**src/rtl/pc_gen.sv**
```systemverilog
// Program-counter generator for the instruction-fetch stage: sequential fetch,
// stall hold, branch/flush redirect and a one-entry buffer for redirects seen during a stall.
module pc_gen #(
    parameter int                ADDR_W    = 32,
    parameter logic [ADDR_W-1:0] RESET_VEC = '0,
    parameter int                INC       = 4,
    parameter int                ALIGN     = 2
) (
    input  logic              clk,
    input  logic              rst,
    input  logic              stall,
    input  logic              branch_flag,
    input  logic [ADDR_W-1:0] branch_target,
    input  logic              flush,
    input  logic [ADDR_W-1:0] flush_pc,
    output logic [ADDR_W-1:0] pc,
    output logic              ce,
    output logic              misalign,
    output logic              pend_valid
);

    typedef enum logic [1:0] {
        IDLE  = 2'd0,
        RUN   = 2'd1,
        STALL = 2'd2
    } state_t;

    localparam logic [ADDR_W-1:0] ONE        = {{(ADDR_W-1){1'b0}}, 1'b1};
    localparam logic [ADDR_W-1:0] ALIGN_MASK = (ALIGN == 0) ? '0 : ((ONE << ALIGN) - ONE);
    localparam logic [ADDR_W-1:0] INC_W      = ADDR_W'(INC);

    state_t            state_q;
    logic [ADDR_W-1:0] pc_q;
    logic              ce_q;
    logic              misalign_q;
    logic              pendValid_q;
    logic [ADDR_W-1:0] pendTarget_q;

    logic [ADDR_W-1:0] loadAddr;
    logic [ADDR_W-1:0] alignedAddr_d;
    logic              misalign_d;

    // Redirect source in priority order; only meaningful when the FSM decides to load.
    always_comb begin
        loadAddr = pendTarget_q;
        if (flush) begin
            loadAddr = flush_pc;
        end else if (branch_flag) begin
            loadAddr = branch_target;
        end
        alignedAddr_d = loadAddr & ~ALIGN_MASK;
        misalign_d    = |(loadAddr & ALIGN_MASK);
    end

    always_ff @(posedge clk or negedge rst) begin
        if (!rst) begin
            state_q      <= IDLE;
            pc_q         <= RESET_VEC;
            ce_q         <= 1'b0;
            misalign_q   <= 1'b0;
            pendValid_q  <= 1'b0;
            pendTarget_q <= '0;
        end else begin
            misalign_q <= 1'b0;
            case (state_q)
                IDLE: begin
                    ce_q    <= 1'b1;
                    state_q <= RUN;
                end
                RUN, STALL: begin
                    if (flush) begin
                        pc_q        <= alignedAddr_d;
                        misalign_q  <= misalign_d;
                        pendValid_q <= 1'b0;
                        state_q     <= RUN;
                    end else if (stall) begin
                        state_q <= STALL;
                        if (branch_flag) begin
                            pendTarget_q <= branch_target;
                            pendValid_q  <= 1'b1;
                        end
                    end else if (branch_flag || pendValid_q) begin
                        pc_q        <= alignedAddr_d;
                        misalign_q  <= misalign_d;
                        pendValid_q <= 1'b0;
                        state_q     <= RUN;
                    end else begin
                        pc_q    <= pc_q + INC_W;
                        state_q <= RUN;
                    end
                end
                default: begin
                    state_q <= IDLE;
                    ce_q    <= 1'b0;
                end
            endcase
        end
    end

    assign pc         = pc_q;
    assign ce         = ce_q;
    assign misalign   = misalign_q;
    assign pend_valid = pendValid_q;

endmodule
```
**config.mk**
```make
export PLATFORM = sky130hd
export DESIGN_NAME = pc_gen
export DESIGN_NICKNAME = d
export VERILOG_FILES = /design/src/rtl/pc_gen.sv
export SDC_FILE = /design/constraint.sdc
export NUM_CORES = 1
export LEC_CHECK = 0
export BUFFER_PORTS_ARGS = -buffer_cell sky130_fd_sc_hd__buf_2
export CAP_MARGIN = 30
export CORE_MARGIN = 2
export CORE_UTILIZATION = 40
export CTS_BUF_LIST = sky130_fd_sc_hd__clkbuf_16
export DETAILED_ROUTE_END_ITERATION = 8
export GPL_ROUTABILITY_DRIVEN = 1
export HOLD_SLACK_MARGIN = 0.05
export PLACE_DENSITY_LB_ADDON = 0.05
export REMOVE_ABC_BUFFERS = 1
export SLEW_MARGIN = 20
export SYNTH_ARGS = -nofsm -noshare
export SYNTH_HDL_FRONTEND = slang
export SYNTH_SLANG_ARGS = --single-unit
export TNS_END_PERCENT = 5
```
**constraint.sdc**
```tcl
create_clock -name clk -period 3 [get_ports clk]
set_input_delay 0 -clock clk [delete_from_list [all_inputs] [get_ports clk]]
set_output_delay 0 -clock clk [all_outputs]
set_load 0.05 [all_outputs]
```
# ---- Word-level counts from Yosys, hierarchy flattened
# Cells that the tools add are included.
dict set report op_classes {
  addsub 1
  bitwise_logic 1
  n_eq_ne 4
  n_reduce_logical 8
  muxes 17
}
# operator n
set ops {}
lappend ops {{$mux W32} 5}
lappend ops {{$add A32 B3 Y32 const B} 1}
lappend ops {{$mux W1} 8}
lappend ops {{$reduce_and A3 Y1} 2}
lappend ops {{$mux W2} 2}
lappend ops {{$pmux W2 S2} 1}
lappend ops {{$reduce_or A2 Y1} 2}
lappend ops {{$ne A3 B1 Y1 const B} 1}
lappend ops {{$reduce_bool A3 Y1} 1}
lappend ops {{$eq A2 B1 Y1 const B} 1}
lappend ops {{$eq A2 B2 Y1 const B} 1}
lappend ops {{$logic_not A2 Y1} 1}
lappend ops {{$ne A2 B1 Y1 const B} 1}
lappend ops {{$pmux W1 S2} 1}
lappend ops {{$reduce_and A2 Y1} 1}
lappend ops {{$logic_or A1 B1 Y1} 1}
lappend ops {{$not A1 Y1} 1}
dict set report totals {
  input_bits 69
  elab_cells 37
  regBits 69
  out_inout_bits 35
}

# ---- Depth between registers and ports, before layout
dict set report logic_depth {
  depth_word 7
  mapped_depth 8
  depth_no_buf 6
}

# ---- Worst setup path before layout
# No wires, ideal clock.
dict set report synth_timing {
  path_type {register to register}
  from {register pc_q[15] (netlist: pc[15])}
  to {register pc_q[30] (netlist: pc[30])}
  synth_period_minus_slack_ns 2.686
  slack_ns 0.314
  t_required_ns 2.876
  arrival_ns 2.562
  setup_time_ns 0.124
  stages_incl_launch_ff 7
  n_path_buf 1
  path_cell_list {dfrtp_1 > buf_4 > nand4_2 > or4_4 > or4_4 > a32o_1 > a211o_1}
}
dict set report synth_via {
  elab_chain_cells 4
}
# element line
set synth_rtl {}
lappend synth_rtl {{from (decl)} 33} ;# logic [ADDR_W-1:0] pc_q;
lappend synth_rtl {{from (signal assigned)} 72} ;# pc_q <= alignedAddr_d;
lappend synth_rtl {{from (signal assigned)} 83} ;# pc_q <= alignedAddr_d;
lappend synth_rtl {{from (signal assigned)} 88} ;# pc_q <= pc_q + INC_W;
lappend synth_rtl {{$add A32 B3 Y32} 88}
lappend synth_rtl {{$mux W32} 82} ;# end else if (branch_flag || pendValid_q) begin
lappend synth_rtl {{$mux W32} 76} ;# end else if (stall) begin
lappend synth_rtl {{$mux W32} 71} ;# if (flush) begin
# Every way passes these cells. The select of a mux whose other input is x is not followed.
# A chain may end at the register's enable or synchronous reset.

# ---- Worst setup path in the final report
# Ends and elaborated chain as after synthesis.

==> flow_metrics.env <==
export IMPL_synth_area_leaders="dfrtp_1 44%, mux2_2 9.7%, o21ai_0 5.7%, nand2_1 5.3%, a21oi_1 4.2%"
export IMPL_synth_top_area_cell="dfrtp_1"
export IMPL_diodes=0
export IMPL_hp_class="primary input to flop"
export IMPL_grt_pass1_vias=3739
export IMPL_path_clk_slew_ns=0.06
export IMPL_finalHoldViolations=0
export IMPL_ys_warn_count=0
export IMPL_power_leakage_nw=2.268
export IMPL_setup_violations=0
export IMPL_syn_inst=431
export IMPL_cts_root_buffer="clkbuf_16"
export IMPL_grt_max_degree=38
export IMPL_track_usage_pct=23.59
export IMPL_grt_pass1_wl_mm=18.89
export IMPL_clockBufferDepth=2
export IMPL_die_x_um=102.1
export IMPL_clock_latency_ns=0.33
export IMPL_routed_via_density=5.456
export IMPL_fp_coreArea_um2=9284
export IMPL_synth_common_cells="67 x dfrtp_1, 54 x nand2_1, 44 x o21ai_0, 33 x mux2_2, 32 x a21oi_1"
export IMPL_fmax_ghz=0.4086
export IMPL_rsz0062_at_grt="false"
export IMPL_slew_headroom_pct=39.08
export IMPL_synthMostInstantiatedCell="dfrtp_1"
export IMPL_slew_viol_final=0
export IMPL_cts_buffers=9
export IMPL_power_mw=5.310
export IMPL_path_max_fanout=8
export IMPL_overflow=0
export IMPL_criticalPathCategory="flop to flop"
export IMPL_area_delta_synth_final_pct=34.93
export IMPL_drc_errors=0
export IMPL_synth_area_um2=3847
export IMPL_rows=35
export IMPL_syn_area_per_cell_um2=8.927
export IMPL_r2r_cells=5
export IMPL_io_pins=104
export IMPL_gp_congestion=0.8277
export IMPL_drt_wl_total_mm=11.82
export IMPL_drive_gt1_share_pct=29.65
export IMPL_period_share_pct=81.59
export IMPL_synth_top_area_share_pct=43.58
export IMPL_antenna_found_initial=0
export IMPL_p_per_area_nw_per_um2=1023
export IMPL_setup_tns_ns=0
export IMPL_synth_edf_count=0
export IMPL_cts_sinks=67
export IMPL_yosys_most_used_dff="dfrtp_1"
export IMPL_cp_start_kind="flop"
export IMPL_status="completed"
export IMPL_synth_async_reset_ratio_pct=100.0
export IMPL_dpl_instance_area_um2=4476
export IMPL_ys_ff_latch=67
export IMPL_dieArea_um2=10420
export IMPL_vias=3814
export IMPL_hpwl_mm=8.007
export IMPL_end_kind="flop"
export IMPL_max_cap_viol_count=0
export IMPL_worst_pin_slew_ns=0.9128
export IMPL_ant_nets=0
export IMPL_wl_per_cell_um=16.92
export IMPL_first_pass_iters=5
export IMPL_finClkSkew_ns=0.01026
export IMPL_drt_iter0_drc=152
export IMPL_ir_drop_mv=0.4975
export IMPL_die_h_um=102.1
export IMPL_nNetsFinal=637
export IMPL_yosysSeqAreaShare_pct=43.58
export IMPL_min_path_cells=5
export IMPL_numPortBuffers=101
export IMPL_cp_arrival_ns=2.66
export IMPL_fin_area_um2=5191
export IMPL_cts_tree="built"
export IMPL_worstPathRequired_ns=3.21
export IMPL_fin_crit_ns=2.448
export IMPL_h_tree_depth=3
export IMPL_ys_types=53
export IMPL_start_util_pct=41.44
## placed cells by master (no fill, tap or decap), types with 8 or more instances in the layout
master,n
nor3_1,9
buf_2,101
o21ai_0,44
dlygate4sd3_1,41
mux2_2,33
nor2_1,30
nand2_1,54
dfrtp_1,67
nand3_1,17
nand4_1,8
o22ai_1,18
buf_4,14
a21oi_1,32
clkbuf_16,9
## final timing paths
kind / start / endpoint / slack [ns]
min in group asynchronous: rst / state_q[0]$_DFF_PN0_ / 0.06
max reg2reg: pc[15]$_DFFE_PN0P_ / pc[30]$_DFFE_PN0P_ / 0.55
min: flush_pc[26] / pc[26]$_DFFE_PN0P_ / 0.04
max: pc[15]$_DFFE_PN0P_ / pc[30]$_DFFE_PN0P_ / 0.55
min reg2reg: ce$_DFFE_PN0P_ / ce$_DFFE_PN0P_ / 0.50
max in group asynchronous: rst / pc[19]$_DFFE_PN0P_ / 2.33
## critical path, cell delays in order (launching register included)
cell	delay, ns
dfrtp_1	0.48
nand4_2	0.22
or4_4	0.61
or4_4	0.50
a32o_1	0.27
a211o_1	0.26
## area by class of cell
cell class | count | area (um2)
multi-input cells | 325 | 2008
inverters | 5 | 18.77
fillers | 903 | 4093
clock buffers | 9 | 225.2
well taps | 129 | 161.4
repair buffers | 157 | 1041
flip-flops and latches | 67 | 1677
clock inverters | 7 | 60.06
## per-layer routing
metal / up-vias / share of wire (%) / track usage [%]
met4: 0 / 0.68 / 4.513
met5: - / 0 / 0
met2: 112 / 49 / 41.35
met1: 1826 / 45 / 30.56
met3: 8 / 5.2 / 4.651
li1: 1868 / - / -
## per-stage QoR
step / cells / setup slack [ns] / hold WS [ns] / utilization [%]
after detailed placement: 641 / 0.5836 / 0.1831 / 48.21
after global placement: 641 / 0.6221 / 0.1914 / 48.21
after floorplan: 397 / 0.2674 / -0.2956 / -
final: 699 / 0.5523 / 0.04351 / 55.92
after global routing: 699 / 0.4586 / 0.08050 / 55.92
after CTS: 698 / 0.5487 / 0.05009 / 55.70
## logic make-up after synthesis
group,share of synthesized area [%]
muxes,10.18
adders and majority gates,0.9757
and+or+nand+nor,18.31
DFF,43.58
buffers and inverters,4.455
other,0.09747
AOI/OAI and AO/OA,22.41
## flip-flops by register name (all words and copies together), names as in the netlist
signal and flops:
misalign 1, ce 1, pend_valid 1, state_q 2
pendTarget_q 32, pc 30
## power by group
| group | total [mW] | internal, mW | switching [mW] |
|---|---|---|---|
| clock network | 1.04 | 0.633 | 0.404 |
| registers | 1.81 | 1.36 | 0.446 |
| logic | 2.47 | 0.834 | 1.63 |
## timing repair
| action | in CTS | in global routing |
|---|---|---|
| endpoints found under the hold margin | 74 | 0 |
| resized for setup | 0 | 0 |
| hold buffers | 41 | 0 |
| buffers inserted | 0 | 0 |
Power figures use the tool's default switching activity.
